`config.mk`:
```
export PLATFORM = sky130hd
export DESIGN_NAME = pipe_alu_flat
export DESIGN_NICKNAME = d
export VERILOG_FILES = /design/src/rtl/pipe_alu_if.sv /design/src/rtl/pipe_alu.sv /design/src/flat_wrapper.sv
export SDC_FILE = /design/constraint.sdc
export NUM_CORES = 1
export LEC_CHECK = 0
export ABC_CLOCK_PERIOD_IN_PS = 6900
export CORE_AREA = 2 2 106 159
export DETAILED_ROUTE_END_ITERATION = 6
export DIE_AREA = 0 0 108 161
export GPL_ROUTABILITY_DRIVEN = 0
export REMOVE_ABC_BUFFERS = 1
export SLEW_MARGIN = 0
export SYNTH_ARGS = -nofsm -noshare
export SYNTH_HDL_FRONTEND = slang
export SYNTH_SLANG_ARGS = --single-unit
```
`constraint.sdc`:
```
create_clock -name clk -period 6.9 [get_ports clk]
set_input_delay 0.69 -clock clk [delete_from_list [all_inputs] [get_ports clk]]
set_output_delay 0.69 -clock clk [all_outputs]
set_load 0.01 [all_outputs]
```
`src/rtl/pipe_alu_if.sv`:
```
// Handshake and result bundle for pipe_alu: producer-side (master) and ALU-side (slave) views.
interface pipe_alu_if #(
  parameter int unsigned WIDTH = 16,
  parameter int unsigned CNT_W = 16
);
  logic             in_valid;
  logic             in_ready;
  logic [WIDTH-1:0] A;
  logic [WIDTH-1:0] B;
  logic [2:0]       opcode;
  logic             out_valid;
  logic             out_ready;
  logic [WIDTH-1:0] result;
  logic             carryout;
  logic             overflow;
  logic             zero;
  logic             sticky_ovf;
  logic             clr_sticky;
  logic [CNT_W-1:0] op_count;

  modport master (
    output in_valid, A, B, opcode, out_ready, clr_sticky,
    input  in_ready, out_valid, result, carryout, overflow, zero, sticky_ovf, op_count
  );

  modport slave (
    input  in_valid, A, B, opcode, out_ready, clr_sticky,
    output in_ready, out_valid, result, carryout, overflow, zero, sticky_ovf, op_count
  );
endinterface

```
`src/rtl/pipe_alu.sv`:
```
// Two-stage valid/ready ALU: S1 holds operands, S2 holds result and flags.
// Also keeps a sticky overflow flag and a wrapping count of completed output transfers.
module pipe_alu #(
  parameter int unsigned WIDTH = 16,
  parameter int unsigned CNT_W = 16
) (
  input  logic         clk,
  input  logic         reset,
  pipe_alu_if.slave    bus
);

  logic             s1_valid_q, s1_valid_d;
  logic [WIDTH-1:0] s1_a_q, s1_a_d, s1_b_q, s1_b_d;
  logic [2:0]       s1_op_q, s1_op_d;
  logic             out_valid_q, out_valid_d;
  logic [WIDTH-1:0] result_q, result_d;
  logic             carry_q, carry_d, ovf_q, ovf_d, zero_q, zero_d;
  logic             sticky_q, sticky_d;
  logic [CNT_W-1:0] cnt_q, cnt_d;

  logic             in_fire, out_fire, s1_adv;
  logic [WIDTH:0]   sum, diff;
  logic [WIDTH-1:0] res_c;
  logic             carry_c, ovf_c;
  logic             a_msb, b_msb, r_msb;

  assign bus.in_ready = !s1_valid_q || !out_valid_q || bus.out_ready;
  assign in_fire      = bus.in_valid && bus.in_ready;
  assign out_fire     = out_valid_q && bus.out_ready;
  // S2 is free when empty or being drained in this very cycle
  assign s1_adv       = s1_valid_q && (!out_valid_q || bus.out_ready);

  always_comb begin
    sum     = {1'b0, s1_a_q} + {1'b0, s1_b_q};
    diff    = {1'b0, s1_a_q} - {1'b0, s1_b_q};
    a_msb   = s1_a_q[WIDTH-1];
    b_msb   = s1_b_q[WIDTH-1];
    res_c   = '0;
    carry_c = 1'b0;
    ovf_c   = 1'b0;
    unique case (s1_op_q)
      3'd0: begin res_c = sum[WIDTH-1:0];  carry_c = sum[WIDTH];  ovf_c = sum[WIDTH];  end
      3'd1: begin
        res_c   = sum[WIDTH-1:0];
        carry_c = sum[WIDTH];
        ovf_c   = (a_msb == b_msb) && (sum[WIDTH-1] != a_msb);
      end
      3'd2: begin res_c = diff[WIDTH-1:0]; carry_c = diff[WIDTH]; ovf_c = diff[WIDTH]; end
      3'd3: begin
        res_c   = diff[WIDTH-1:0];
        carry_c = diff[WIDTH];
        ovf_c   = (a_msb != b_msb) && (diff[WIDTH-1] != a_msb);
      end
      3'd4: res_c = s1_a_q & s1_b_q;
      3'd5: res_c = s1_a_q | s1_b_q;
      3'd6: res_c = s1_a_q ^ s1_b_q;
      3'd7: begin res_c = {a_msb, s1_a_q[WIDTH-1:1]}; carry_c = s1_a_q[0]; end
      default: ;
    endcase
    r_msb = res_c[WIDTH-1];
  end

  always_comb begin
    s1_valid_d  = s1_valid_q;
    s1_a_d      = s1_a_q;
    s1_b_d      = s1_b_q;
    s1_op_d     = s1_op_q;
    out_valid_d = out_valid_q;
    result_d    = result_q;
    carry_d     = carry_q;
    ovf_d       = ovf_q;
    zero_d      = zero_q;
    sticky_d    = sticky_q;
    cnt_d       = cnt_q;

    if (in_fire) begin
      s1_valid_d = 1'b1;
      s1_a_d     = bus.A;
      s1_b_d     = bus.B;
      s1_op_d    = bus.opcode;
    end else if (s1_adv) begin
      s1_valid_d = 1'b0;
    end

    if (s1_adv) begin
      out_valid_d = 1'b1;
      result_d    = res_c;
      carry_d     = carry_c;
      ovf_d       = ovf_c;
      zero_d      = (res_c == '0);
    end else if (out_fire) begin
      out_valid_d = 1'b0;
    end

    // Clear first so that a same-cycle overflow transfer wins
    if (bus.clr_sticky)     sticky_d = 1'b0;
    if (out_fire && ovf_q)  sticky_d = 1'b1;
    if (out_fire)           cnt_d    = cnt_q + CNT_W'(1);
  end

  always_ff @(posedge clk or posedge reset) begin
    if (reset) begin
      s1_valid_q  <= 1'b0;
      s1_a_q      <= '0;
      s1_b_q      <= '0;
      s1_op_q     <= '0;
      out_valid_q <= 1'b0;
      result_q    <= '0;
      carry_q     <= 1'b0;
      ovf_q       <= 1'b0;
      zero_q      <= 1'b0;
      sticky_q    <= 1'b0;
      cnt_q       <= '0;
    end else begin
      s1_valid_q  <= s1_valid_d;
      s1_a_q      <= s1_a_d;
      s1_b_q      <= s1_b_d;
      s1_op_q     <= s1_op_d;
      out_valid_q <= out_valid_d;
      result_q    <= result_d;
      carry_q     <= carry_d;
      ovf_q       <= ovf_d;
      zero_q      <= zero_d;
      sticky_q    <= sticky_d;
      cnt_q       <= cnt_d;
    end
  end

  assign bus.out_valid  = out_valid_q;
  assign bus.result     = result_q;
  assign bus.carryout   = carry_q;
  assign bus.overflow   = ovf_q;
  assign bus.zero       = zero_q;
  assign bus.sticky_ovf = sticky_q;
  assign bus.op_count   = cnt_q;

  logic unused_r_msb;
  assign unused_r_msb = r_msb;

endmodule
```
`src/flat_wrapper.sv`:
```
// flat-port wrapper written by rule: the top's interface ports become plain ports
module pipe_alu_flat 
#(
  parameter int unsigned WIDTH = 16,
  parameter int unsigned CNT_W = 16
)
  (clk, reset, bus_in_valid, bus_A, bus_B, bus_opcode, bus_out_ready, bus_clr_sticky, bus_in_ready, bus_out_valid, bus_result, bus_carryout, bus_overflow, bus_zero, bus_sticky_ovf, bus_op_count);
  pipe_alu_if #(.WIDTH(WIDTH), .CNT_W(CNT_W)) bus_i ();
  input  logic clk;
  input  logic reset;
  input wire logic [$bits(bus_i.in_valid)-1:0] bus_in_valid;
  input wire logic [$bits(bus_i.A)-1:0] bus_A;
  input wire logic [$bits(bus_i.B)-1:0] bus_B;
  input wire logic [$bits(bus_i.opcode)-1:0] bus_opcode;
  input wire logic [$bits(bus_i.out_ready)-1:0] bus_out_ready;
  input wire logic [$bits(bus_i.clr_sticky)-1:0] bus_clr_sticky;
  output wire logic [$bits(bus_i.in_ready)-1:0] bus_in_ready;
  output wire logic [$bits(bus_i.out_valid)-1:0] bus_out_valid;
  output wire logic [$bits(bus_i.result)-1:0] bus_result;
  output wire logic [$bits(bus_i.carryout)-1:0] bus_carryout;
  output wire logic [$bits(bus_i.overflow)-1:0] bus_overflow;
  output wire logic [$bits(bus_i.zero)-1:0] bus_zero;
  output wire logic [$bits(bus_i.sticky_ovf)-1:0] bus_sticky_ovf;
  output wire logic [$bits(bus_i.op_count)-1:0] bus_op_count;
  assign bus_i.in_valid = bus_in_valid;
  assign bus_i.A = bus_A;
  assign bus_i.B = bus_B;
  assign bus_i.opcode = bus_opcode;
  assign bus_i.out_ready = bus_out_ready;
  assign bus_i.clr_sticky = bus_clr_sticky;
  assign bus_in_ready = bus_i.in_ready;
  assign bus_out_valid = bus_i.out_valid;
  assign bus_result = bus_i.result;
  assign bus_carryout = bus_i.carryout;
  assign bus_overflow = bus_i.overflow;
  assign bus_zero = bus_i.zero;
  assign bus_sticky_ovf = bus_i.sticky_ovf;
  assign bus_op_count = bus_i.op_count;
  pipe_alu #(.WIDTH(WIDTH), .CNT_W(CNT_W)) u_core (.clk(clk), .reset(reset), .bus(bus_i));
endmodule
```
==> results by group, run 1 <==
Status
  • Status: finished clean

Placement
  • Hpwl dp: 10150 microns
  • Port bufs: 77
  • Post-Place Cells: 833

Power and ir drop
  • Sequential share of power: 0.295
  • Switch share: 0.3750
  • Peak VDD IR: 0.0001186 V
  • Leakage: 0.002969 uW
  • Comb pwr share: 0.447
  • Internal power: 1277 uW
  • Clock group share of total power: 0.258
  • Pwr dens: 302.1 nW/um^2
  • Psw: 766.2 uW

Clock tree
  • PostCTS Resize Cnt: 0
  • Total CTS buffers: 9
  • Deepest clock path buffer count: 2
  • Later-pin clock latency in the skew report: 350 ps
  • Clock root buffer: clkbuf_16
  • H-tree level count: 3
  • CTS tree: yes
  • Setup bufs post-CTS: 0
  • Hold_buf cts: 0
  • Clock transition at path regs: 60 ps
  • CTS Sinks: 73

Die
  • Num rows: 57
  • Die width: 108 microns
  • Starting density of the core: 0.3435
  • Die area: 17390 sq um
  • Placeable Area: 16050 sq um
  • Io pins: 78
  • Die Y: 161 microns

Yosys
  • Most common flop cell mapped by yosys: dfrtp_1
  • Multiplexer share of the synthesized area: 0.1468
  • Async S/R FF share, synth: 1.000
  • Post-synthesis sequential area ratio: 0.3314
  • Post-synthesis compound-gate area fraction: 0.1743
  • Mapped Avg Cell Area: 9.571 sq um
  • Netlist cell types: 66
  • Syn. warnings: 0
  • Cells after synthesis: 576
  • Post-Synth XOR/XNOR Area: 0.03813
  • Yosys reg bits: 73
  • Post-synthesis simple-gate area fraction: 0.1160
  • Main combinational cell family by area after synthesis: compound AO/OA/AOI/OAI gates
  • Synth area leader: dfrtp_1
  • Post-synth EDFFs: 0
  • Area of the mapped netlist: 5513 sq um
  • Post-Synth Adder-Cell Area: 0.1207
  • Share of the synthesized area in the top cell type: 0.3314
  • Synth area leaders: dfrtp_1 (33%), ha_1 (11%), mux2_2 (8.2%), mux4_2 (5.3%), inv_1 (4.6%)

Timing
  • Slew of the pin with the lowest slew margin: 971.1 ps
  • Final hold slack: 469.4 ps
  • Final Hold Fails: 0
  • RSZ-0062 raised after global routing: false
  • Clock skew: 12.11 ps
  • Crit share post-route: 0.4695
  • Final setup vio count: 0
  • Crit path time final: 3240 ps
  • Max Slew Vio Count: 0
  • Setup_tns: 0 ps
  • Highest Clock Rate: 308.7 MHz
  • Max-slew headroom: 0.3510

Worst setup path
  • R2R setup slack: 3660 ps
  • CP cell instances: inv_1, ha_1, inv_1, fa_1, nor3b_1, o31ai_1, a31o_2, o31ai_1, a221oi_1, nand4_1, nor4_2, nand4_1, o31ai_2
  • CP max stage cell: a221oi_1
  • Crit path buffers/inverters: 2
  • Crit-path leading delay family: compound AO/OA/AOI/OAI gates
  • CP Max Fanout: 4
  • Worst reg2reg path endpoint: u_core.bus.zero$_DFFE_PP0P_
  • Worst setup SP type: flip-flop
  • CP endpoint kind: flip-flop
  • WS Path Type: reg -> reg
  • Required time of the critical path: 7160 ps
  • Crit path DAT: 3500 ps
  • Worst r2r path cells: 13
  • Crit path largest cell delay: 430 ps
  • Reg-to-reg critical path startpoint: u_core.s1_a_q[0]$_DFFE_PP0P_

Routing
  • 1st-iter DRT viols: 385
  • DR pass1 iterations: 5
  • Post-DR vias/cell: 5.324
  • Post-Route WL: 13770 microns
  • Post-route ant nets: 0
  • Via count: 4520
  • DRC viols: 0
  • WL/cell: 16.22 microns

Finish
  • Layout Cells excl Fill: 849
  • Antenna Cells: 0
  • Synthesis-to-layout area growth: 22.67%
  • Share of cells above drive strength 1: 0.1322
  • Final net count: 730

Min path
  • Min-Delay Path Depth: 1
  • WHS Endpoint: u_core.bus.op_count[15]$_DFFE_PP0P_
  • Hold Path Class: reg -> reg
  • Hold wc startpoint: u_core.bus.op_count[15]$_DFFE_PP0P_

GRT
  • First-pass GRT wire length: 23080 microns
  • Vias in the first global route: 4721
  • Antenna violations before repair: 0
  • Largest net degree at the start of global routing: 74
  • GRT Resource Usage Total: 0.1661
  • Gr ovfl total: 0

Flow run
  • Max-cap viol count: 0
[synthesized netlist by cell type (5+ instances only)]
cell / number
buf_2: 8
xor2_1: 8
ha_1: 50
o21ai_0: 27
o211ai_1: 8
nor2_1: 31
o31ai_1: 12
clkbuf_1: 19
nand2_1: 41
dfrtp_1: 73
nor3_1: 7
or3_1: 5
nor2b_1: 5
nand3_1: 13
xnor2_1: 16
mux4_2: 13
inv_1: 68
o21a_1: 9
a21oi_1: 23
a21o_1: 7
mux2_2: 40
nand2b_1: 9
a211oi_1: 5
[per-stage QoR]
| step | setup WS (ps) | power (uW) | utilization | instance area [sq um] |
|---|---|---|---|---|
| 3_5_place_dp | 3682 | 1520 | 0.4012 | 6437 |
| 5_1_grt | 3358 | 2183 | 0.4214 | 6763 |
| 3_3_place_gp | 3812 | 1490 | 0.4012 | 6437 |
| 4_1_cts | 3665 | 2053 | 0.4214 | 6763 |
| 6_report | 3660 | 2043 | 0.4214 | 6763 |
| 2_1_floorplan | 4012 | 1189 | - | 5371 |
[sequential cells by signal, summed over array words and instances (netlist names), 3 cells and up]
register / count
u_core.bus.op_count: 16
u_core.bus.result: 16
u_core.s1_a_q: 16
u_core.s1_b_q: 16
u_core.s1_op_q: 3
[worst max path at each step]
stage,depth (start not counted),endpoint,startpoint,slack (ps)
2_1_floorplan,9,u_core.bus.zero$_DFFE_PP0P_,u_core.s1_op_q[1]$_DFFE_PP0P_,4010
3_5_place_dp,13,u_core.bus.zero$_DFFE_PP0P_,u_core.s1_a_q[0]$_DFFE_PP0P_,3680
4_1_cts,13,u_core.bus.zero$_DFFE_PP0P_,u_core.s1_a_q[0]$_DFFE_PP0P_,3660
3_3_place_gp,13,u_core.bus.zero$_DFFE_PP0P_,u_core.s1_a_q[0]$_DFFE_PP0P_,3810
6_report,13,u_core.bus.zero$_DFFE_PP0P_,u_core.s1_a_q[0]$_DFFE_PP0P_,3660
5_1_grt,13,u_core.bus.zero$_DFFE_PP0P_,u_core.s1_a_q[0]$_DFFE_PP0P_,3360
[per-layer routing]
layer | share of wire | global-route usage | up-vias
met5 | 0 | 0 | -
met4 | 0.023 | 0.06585 | 0
met3 | 0.039 | 0.02744 | 32
met2 | 0.53 | 0.2987 | 129
met1 | 0.41 | 0.1937 | 2204
li1 | - | - | 2155
[kinds of logic (layout without fill, tap and decap cells)]
logic type                 Yosys count  in the layout
and+or+nand+nor                    132            132
buffers and inverters              100            167
muxes                               58             58
DFF                                 73             73
adders and majority gates           52             52
xor gates and xnor gates            24             24
AOI/OAI and AO/OA                  137            137
[worst register-to-register path: cells and delay by family, from the launching register on]
kind / cells / cell delay (ps)
fa+ha+maj: 2 / 570
buf+inv: 2 / 170
compound gates: 5 / 1260
simple gates: 4 / 740
flops: 1 / 420
[cells in the final DEF, fill, tap and decap left out, drive strengths merged, types with 4 or more instances in the layout]
cell           Yosys  layout
nand4              4       4
mux2i              4       4
a221oi             4       4
nand2b             9       9
dfrtp             73      73
buf               12       5
clkbuf            19       9
nor3               7       7
or3                5       5
xor2               8       8
o21bai             4       4
a211oi             6       6
xnor2             16      16
nor2              31      31
nor4               5       5
a21o               7       7
clkdlybuf4s50      0      77
nand2             41      41
nor3b              4       4
inv               69      72
o211ai             9       9
nand3             13      13
ha                50      50
o21ai             29      29
nor2b              5       5
a21oi             23      23
o31ai             13      13
o21a               9       9
mux4              14      14
mux2              40      40
[power groups by stage]
| stage | logic (uW) | clock network (uW) | registers [uW] |
|---|---|---|---|
| floorplan | 550 | 0 | 639 |
| global placement | 884 | 0 | 607 |
| detailed placement | 906 | 0 | 615 |
| CTS | 910 | 538 | 606 |
| global route | 1000 | 562 | 621 |
| finish | 913 | 527 | 603 |
[final cells by class]
class	count	area [sq um]
clock buffer	9	225.2
clock inverter	7	100.1
fill	1547	9284
inverter	69	259.0
multi-input combinational	403	3286
sequential	73	1827
tap	206	257.7
timing repair buffer	82	808.3
No activity file was read; power rests on OpenSTA's default activity.
==> run 2, diff against run 1 <==
--- a/config.mk
+++ b/config.mk
@@ -5,7 +5,7 @@
 export SDC_FILE = /design/constraint.sdc
 export NUM_CORES = 1
 export LEC_CHECK = 0
-export ABC_CLOCK_PERIOD_IN_PS = 6900
+export ABC_CLOCK_PERIOD_IN_PS = 2800
 export CORE_AREA = 2 2 106 159
 export DETAILED_ROUTE_END_ITERATION = 6
 export DIE_AREA = 0 0 108 161
==> constraint.sdc (replaced) <==
create_clock -name clk -period 2.8 [get_ports clk]
set_input_delay 0.28 -clock clk [delete_from_list [all_inputs] [get_ports clk]]
set_output_delay 0.28 -clock clk [all_outputs]
set_load 0.01 [all_outputs]
==> run 2 against run 1 <==
The flow now finishes with violations (negative setup slack). Total power increased to 2.7 times the previous value. Routed wire length grew 5.2%. Sequential cell count unchanged. Count of clock-buffer cells in the layout is the same. Global-route usage rose by 0.46 points. Sequential power increased by 140%. Final cell count grew 9.1%. Design area grew 12%. Critical path depth unchanged. Register-to-register slack got worse by 3700 ps.
==> results by group, run 2 (same netlist as run 1, synthesis figures left out) <==
Worst setup path
  • Crit path largest cell delay: 370 ps (-60 ps)
  • WS Path Type: reg -> reg
  • CP cell instances: inv_1, ha_2, inv_1, fa_1, nor3b_2, nor3_1, o21ai_2, o211ai_1, a21oi_1, o31a_1, xor2_1, o2111ai_2, o31ai_2
  • CP most frequent cell: inv_1
  • Worst reg2reg path endpoint: u_core.bus.zero$_DFFE_PP0P_
  • CP Max Fanout: 3 (-1)
  • R2R setup slack: -80 ps (-3740 ps)
  • CP endpoint kind: flip-flop
  • Crit-path leading delay family: compound AO/OA/AOI/OAI gates
  • Required time of the critical path: 3060 ps (-4100 ps)
  • Crit path DAT: 3140 ps (-360 ps)
  • Crit path buffers/inverters: 2 (unchanged)
  • CP max stage cell: dfrtp_1
  • Reg-to-reg critical path startpoint: u_core.s1_a_q[0]$_DFFE_PP0P_
  • Worst r2r path cells: 13 (unchanged)
  • Worst path depth: 13 (unchanged)
  • Worst setup SP type: flip-flop

Finish
  • Antenna Cells: 0 (unchanged)
  • Synthesis-to-layout area growth: 37.86%
  • Commonest cells after routing, fill and taps aside: clkdlybuf4s50_1 (77), buf_4 (77), dfrtp_1 (72)
  • Fillers: 1516 (-2.0%)
  • Layout Cells excl Fill: 926 (+9.1%)
  • Share of cells above drive strength 1: 0.2764 (+0.1442)
  • Final net count: 807 (+11%)
  • Finished Cell Area: 7600 sq um (+12%)

GRT
  • Antenna violations before repair: 0 (unchanged)
  • Largest net degree at the start of global routing: 49 (-34%)
  • GRT Resource Usage Total: 0.1707 (+0.004620)
  • Gr ovfl total: 0 (unchanged)
  • Vias in the first global route: 4835 (+2.4%)
  • First-pass GRT wire length: 23540 microns (+2.0%)

Clock tree
  • CTS tree: yes
  • Later-pin clock latency in the skew report: 350 ps (about the same)
  • Clock root buffer: clkbuf_16
  • H-tree level count: 3 (unchanged)
  • Clock transition at path regs: 60 ps (about the same)
  • Deepest clock path buffer count: 2 (unchanged)
  • CTS Sinks: 73 (unchanged)
  • Total CTS buffers: 9 (unchanged)

Power and ir drop
  • Psw: 2065 uW (+170%)
  • Peak VDD IR: 0.0003288 V (+180%)
  • Sequential share of power: 0.267 (-0.028)
  • Leakage: 0.003366 uW (+13%)
  • Internal power: 3449 uW (+170%)
  • Clock group share of total power: 0.217 (-0.041)
  • Switch share: 0.3745 (-0.0004505)
  • Pwr dens: 725.6 nW/um^2 (+140%)
  • Comb pwr share: 0.516 (+0.069)

Die
  • Die width: 108 microns (unchanged)
  • Num rows: 57 (unchanged)
  • Starting density of the core: 0.3435 (unchanged)
  • Io pins: 78 (unchanged)
  • Die area: 17390 sq um (unchanged)
  • Die Y: 161 microns (unchanged)
  • Placeable Area: 16050 sq um (unchanged)

Timing
  • Slew of the pin with the lowest slew margin: 624.4 ps (-346.7 ps)
  • Final Hold Fails: 0 (unchanged)
  • RSZ-0062 raised after global routing: true
  • Clock skew: 10.60 ps (-1.516 ps)
  • Highest Clock Rate: 347.0 MHz (+12%)
  • Final setup vio count: 2 (+2)
  • Crit path time final: 2882 ps (-357.9 ps)
  • Setup_tns: -144.9 ps (-144.9 ps)
  • Crit share post-route: 1.029 (+0.5597)
  • Max Slew Vio Count: 0 (unchanged)
  • Max-slew headroom: 0.5831 (+0.2321)
  • Setup slack after layout: -81.75 ps (-3742 ps)

Status
  • Status: complete, but fails checks
  • Failing checks: negative setup slack

Placement
  • Port bufs: 77 (unchanged)
  • Placed Area: 7033 sq um (+9.3%)
  • Post-Place Cells: 909 (+9.1%)
  • Place WS: -195.4 ps (-3877 ps)
  • Hpwl dp: 11050 microns (+8.9%)

Routing
  • Post-Route WL: 14490 microns (+5.2%)
  • Via count: 4820 (+6.6%)
  • DRC viols: 0 (unchanged)
  • WL/cell: 15.64 microns (-3.5%)
  • DR pass1 iterations: 6 (+1)
  • Post-route ant nets: 0 (unchanged)
  • 1st-iter DRT viols: 330 (-14%)
  • Post-DR vias/cell: 5.205 (-2.2%)

Flow run
  • Max-cap viol count: 0 (unchanged)

Min path
  • Hold Path Class: in -> async
run 2: power groups by stage:
stage                     logic (uW)  clock network, uW  registers [uW]
after global placement          2560                  0            1480
after CTS                       2680               1230            1470
after floorplan                 1350                  0            1580
after detailed placement        2610                  0            1490
after global routing            3110               1270            1510
final                           2850               1200            1470
run 2: worst register-to-register path, delay by kind of cell, from the launching register on:
kind / cells / cell delay [ps]
xor+xnor: 1 / 180
fa+ha+maj: 2 / 550
compound gates: 6 / 1180
simple gates: 2 / 400
flops: 1 / 370
buf+inv: 2 / 140
run 2: cell type report:
type | instances | area [sq um] | share of cell area
multi-input cells | 403 | 3530 | 0.4644
flip-flops and latches | 73 | 1828 | 0.2405
inverters | 69 | 259.0 | 0.03408
clock buffers | 9 | 225.2 | 0.02963
repair buffers | 159 | 1423 | 0.1872
well taps | 206 | 257.7 | 0.03392
clock inverters | 7 | 77.57 | 0.01021
run 2: worst max-delay path by stage:
stage,from,to,slack [ps]
final,u_core.s1_a_q[0]$_DFFE_PP0P_,u_core.bus.zero$_DFFE_PP0P_,-80
after global placement,u_core.s1_b_q[1]$_DFFE_PP0P_,u_core.bus.zero$_DFFE_PP0P_,-90
after CTS,u_core.s1_a_q[0]$_DFFE_PP0P_,u_core.bus.zero$_DFFE_PP0P_,-90
after global routing,u_core.s1_a_q[0]$_DFFE_PP0P_,u_core.bus.zero$_DFFE_PP0P_,-270
after floorplan,u_core.s1_op_q[1]$_DFFE_PP0P_,u_core.bus.zero$_DFFE_PP0P_,-90
after detailed placement,u_core.s1_a_q[6]$_DFFE_PP0P_,u_core.bus.zero$_DFFE_PP0P_,-200
run 2: per-layer routing:
metal  routed length [microns]  track usage
met5                         0            0
met4                       355      0.06352
met3                       546      0.02744
met2                      7827       0.3150
met1                      5756       0.1942
run 2: timing repair:
item	4_1_cts	5_1_grt
hold buffers	0	0
gates resized for setup	17	42
pin swaps	9	7
setup buffers	1	1
gates cloned	0	0
endpoints found under the setup margin	6	9
run 2: through the flow:
step	power [uW]	hold slack, ps	util
6_report	5514	340.0	0.4736
5_1_grt	5886	417.3	0.4736
4_1_cts	5384	369.5	0.4617
3_5_place_dp	4099	470.4	0.4383
3_3_place_gp	4039	464.9	0.4383
2_1_floorplan	2931	388.4	-
==> run 3, diff against run 2 <==
--- a/config.mk
+++ b/config.mk
@@ -6,9 +6,9 @@
 export NUM_CORES = 1
 export LEC_CHECK = 0
 export ABC_CLOCK_PERIOD_IN_PS = 2800
-export CORE_AREA = 2 2 106 159
+export CORE_AREA = 3 3 107 160
 export DETAILED_ROUTE_END_ITERATION = 6
-export DIE_AREA = 0 0 108 161
+export DIE_AREA = 0 0 110 163
 export GPL_ROUTABILITY_DRIVEN = 0
 export REMOVE_ABC_BUFFERS = 1
 export SLEW_MARGIN = 0
==> run 3 against run 2 <==
The run still ends with negative setup slack left. Sequential power about the same. Sequential share of layout area down 0.095 points. Combinational power up 2%. Register-to-register slack better by 50 ps. First-iteration DRC count up 5.5%. Design area up 0.40%. Total power up 2.4%. Global-route usage about the same. Fmax up 1.7%. Clock skew down 3.3 ps. Critical path type unchanged. Critical endpoint unchanged. Largest cell class unchanged. Highest routed layer unchanged.
==> results by group, run 3 (same netlist as run 1, synthesis figures left out) <==
Die
  • Die width: 110 microns (+1.9%)
  • Starting density of the core: 0.3497 (+0.006135)
  • Die area: 17930 sq um (+3.1%)
  • Placeable Area: 15770 sq um (-1.8%)
  • Num rows: 56 (-1.8%)
  • Die Y: 163 microns (+1.2%)
  • Io pins: 78 (unchanged)

Worst setup path
  • Worst reg2reg path endpoint: u_core.bus.zero$_DFFE_PP0P_
  • Crit path capture: u_core.bus.zero$_DFFE_PP0P_
  • Reg-to-reg critical path startpoint: u_core.s1_a_q[1]$_DFFE_PP0P_
  • CP cell instances: inv_1, ha_4, buf_4, o21bai_4, o211ai_2, a311oi_2, buf_4, o211ai_1, a21o_1, a31o_1, nor4_2, nand4_1, o31ai_2
  • CP most frequent cell: buf_4
  • Required time of the critical path: 3060 ps (about the same)
  • Worst setup SP type: flip-flop
  • CP max stage cell: dfrtp_1
  • CP endpoint kind: flip-flop
  • Crit path largest cell delay: 390 ps (+20 ps)
  • CP Max Fanout: 4 (+1)
  • CP startpoint: u_core.s1_a_q[1]$_DFFE_PP0P_
  • R2R setup slack: -30 ps (+50 ps)
  • Worst r2r path cells: 13 (unchanged)
  • Crit path DAT: 3100 ps (-40 ps)
  • WS Path Type: reg -> reg

Clock tree
  • CTS Sinks: 73 (unchanged)
  • Total CTS buffers: 9 (unchanged)
  • Deepest clock path buffer count: 2 (unchanged)
  • Clock root buffer: clkbuf_16
  • Clock transition at path regs: 70 ps (about the same)
  • CTS tree: yes
  • Later-pin clock latency in the skew report: 350 ps (about the same)
  • H-tree level count: 3 (unchanged)

Flow run
  • Max-cap viol count: 0 (unchanged)

Finish
  • Finished Cell Area: 7630 sq um (+0.40%)
  • Antenna Cells: 0 (unchanged)
  • Commonest cells after routing, fill and taps aside: buf_4 (82), clkdlybuf4s50_1 (77), dfrtp_1 (72)
  • Layout Cells excl Fill: 926 (unchanged)
  • Share of cells above drive strength 1: 0.2918 (+0.01545)
  • Fillers: 1451 (-4.3%)
  • Final net count: 810 (+0.37%)
  • Synthesis-to-layout area growth: 38.40%
  • Commonest non-fill, non-tap cell in the layout: buf_4

Placement
  • Port bufs: 77 (unchanged)
  • Hpwl dp: 11430 microns (+3.4%)
  • Post-Place Cells: 901 (-0.88%)
  • Placed Area: 6979 sq um (-0.77%)

Timing
  • Highest Clock Rate: 352.9 MHz (+1.7%)
  • Clock skew: 7.260 ps (-3.337 ps)
  • Final setup vio count: 1 (-1)
  • Crit share post-route: 1.012 (-0.01704)
  • RSZ-0062 raised after global routing: true
  • Max Slew Vio Count: 0 (unchanged)
  • Max-slew headroom: 0.6599 (+0.07683)
  • Slew of the pin with the lowest slew margin: 507.9 ps (-116.6 ps)
  • Final Hold Fails: 0 (unchanged)
  • Setup slack after layout: -34.04 ps (+47.72 ps)
  • Crit path time final: 2834 ps (-47.72 ps)

Routing
  • Post-route ant nets: 0 (unchanged)
  • Post-DR vias/cell: 5.316 (+2.1%)
  • Via count: 4923 (+2.1%)
  • 1st-iter DRT viols: 348 (+5.5%)
  • DRC viols: 0 (unchanged)
  • Post-Route WL: 15140 microns (+4.5%)
  • WL/cell: 16.35 microns (+4.5%)
  • DR pass1 iterations: 5 (-1)

GRT
  • Gr ovfl total: 0 (unchanged)
  • GRT Resource Usage Total: 0.1704 (-0.0003552)
  • First-pass GRT wire length: 24220 microns (+2.9%)
  • Vias in the first global route: 5069 (+4.8%)
  • Antenna violations before repair: 0 (unchanged)
  • Largest net degree at the start of global routing: 36 (-27%)

Power and ir drop
  • Power, Total: 5648 uW (+2.4%)
  • Leakage: 0.003379 uW (+0.37%)
  • Peak VDD IR: 0.0004103 V (+25%)
  • Pwr dens: 740.2 nW/um^2 (+2.0%)

Status
  • Failing checks: negative setup slack
  • Status: complete, but fails checks

Min path
  • Hold Path Class: in -> async
## run 3: worst min path at each step
stage                                             start                                  end  slack, ps  cells past startpoint
floorplan                                  bus_in_valid        u_core.s1_valid_q$_DFFE_PP0P_        390                      1
global placement    u_core.bus.op_count[15]$_DFFE_PP0P_  u_core.bus.op_count[15]$_DFFE_PP0P_        470                      1
detailed placement  u_core.bus.op_count[15]$_DFFE_PP0P_  u_core.bus.op_count[15]$_DFFE_PP0P_        470                      1
CTS                                               reset  u_core.bus.op_count[15]$_DFFE_PP0P_        270                      2
global route                                      reset  u_core.bus.op_count[15]$_DFFE_PP0P_        300                      2
finish                                            reset     u_core.bus.result[0]$_DFFE_PP0P_        250                      2
## run 3: stage by stage
step | TNS, ps | utilization | hold WS [ps] | setup WS, ps
2_1_floorplan | -88.05 | - | 388.4 | -88.05
3_3_place_gp | -276.3 | 0.4427 | 466.1 | -158.6
3_5_place_dp | -393.0 | 0.4427 | 473.1 | -191.5
4_1_cts | -61.92 | 0.4730 | 266.2 | -48.94
5_1_grt | -239.2 | 0.4840 | 298.7 | -171.8
6_report | -34.04 | 0.4840 | 250.7 | -34.04
## run 3: report_power, final
| part | internal (uW) | switching [uW] | total [uW] |
|---|---|---|---|
| Sequential | 1290 | 195 | 1480 |
| Clock | 786 | 483 | 1270 |
| Combinational | 1500 | 1400 | 2900 |
## run 3: worst max-delay path: cells and delay by family, from the launching register on
kind            cells  cell delay, ps
simple gates        2             400
buf+inv             3             470
fa+ha+maj           1             220
flops               1             390
compound gates      7            1280
## run 3: metal layers
layer	wire length, microns	GRT usage	part of all wire	vias up
li1	-	-	-	2312
met1	5667	0.1834	0.37	2360
met2	8171	0.3124	0.54	186
met3	638	0.02459	0.042	65
met4	661	0.09019	0.044	0
met5	0	0	0	-
## run 3: what timing repair did
item,CTS,global route
buffers inserted,7,3
endpoints found under the setup margin,4,9
gates resized for setup,22,44
pin swaps,8,13
endpoints found under the hold margin,0,0
hold buffers,0,0
## run 3: layout make-up
cell class | count | area (sq um) | share of cell area
clock buffer | 10 | 229.0 | 0.03001
clock inverter | 6 | 91.34 | 0.01197
inverter | 69 | 259.0 | 0.03395
multi-input combinational | 403 | 3540 | 0.4639
sequential | 73 | 1828 | 0.2396
tap | 203 | 254.0 | 0.03329
timing repair buffer | 162 | 1429 | 0.1873
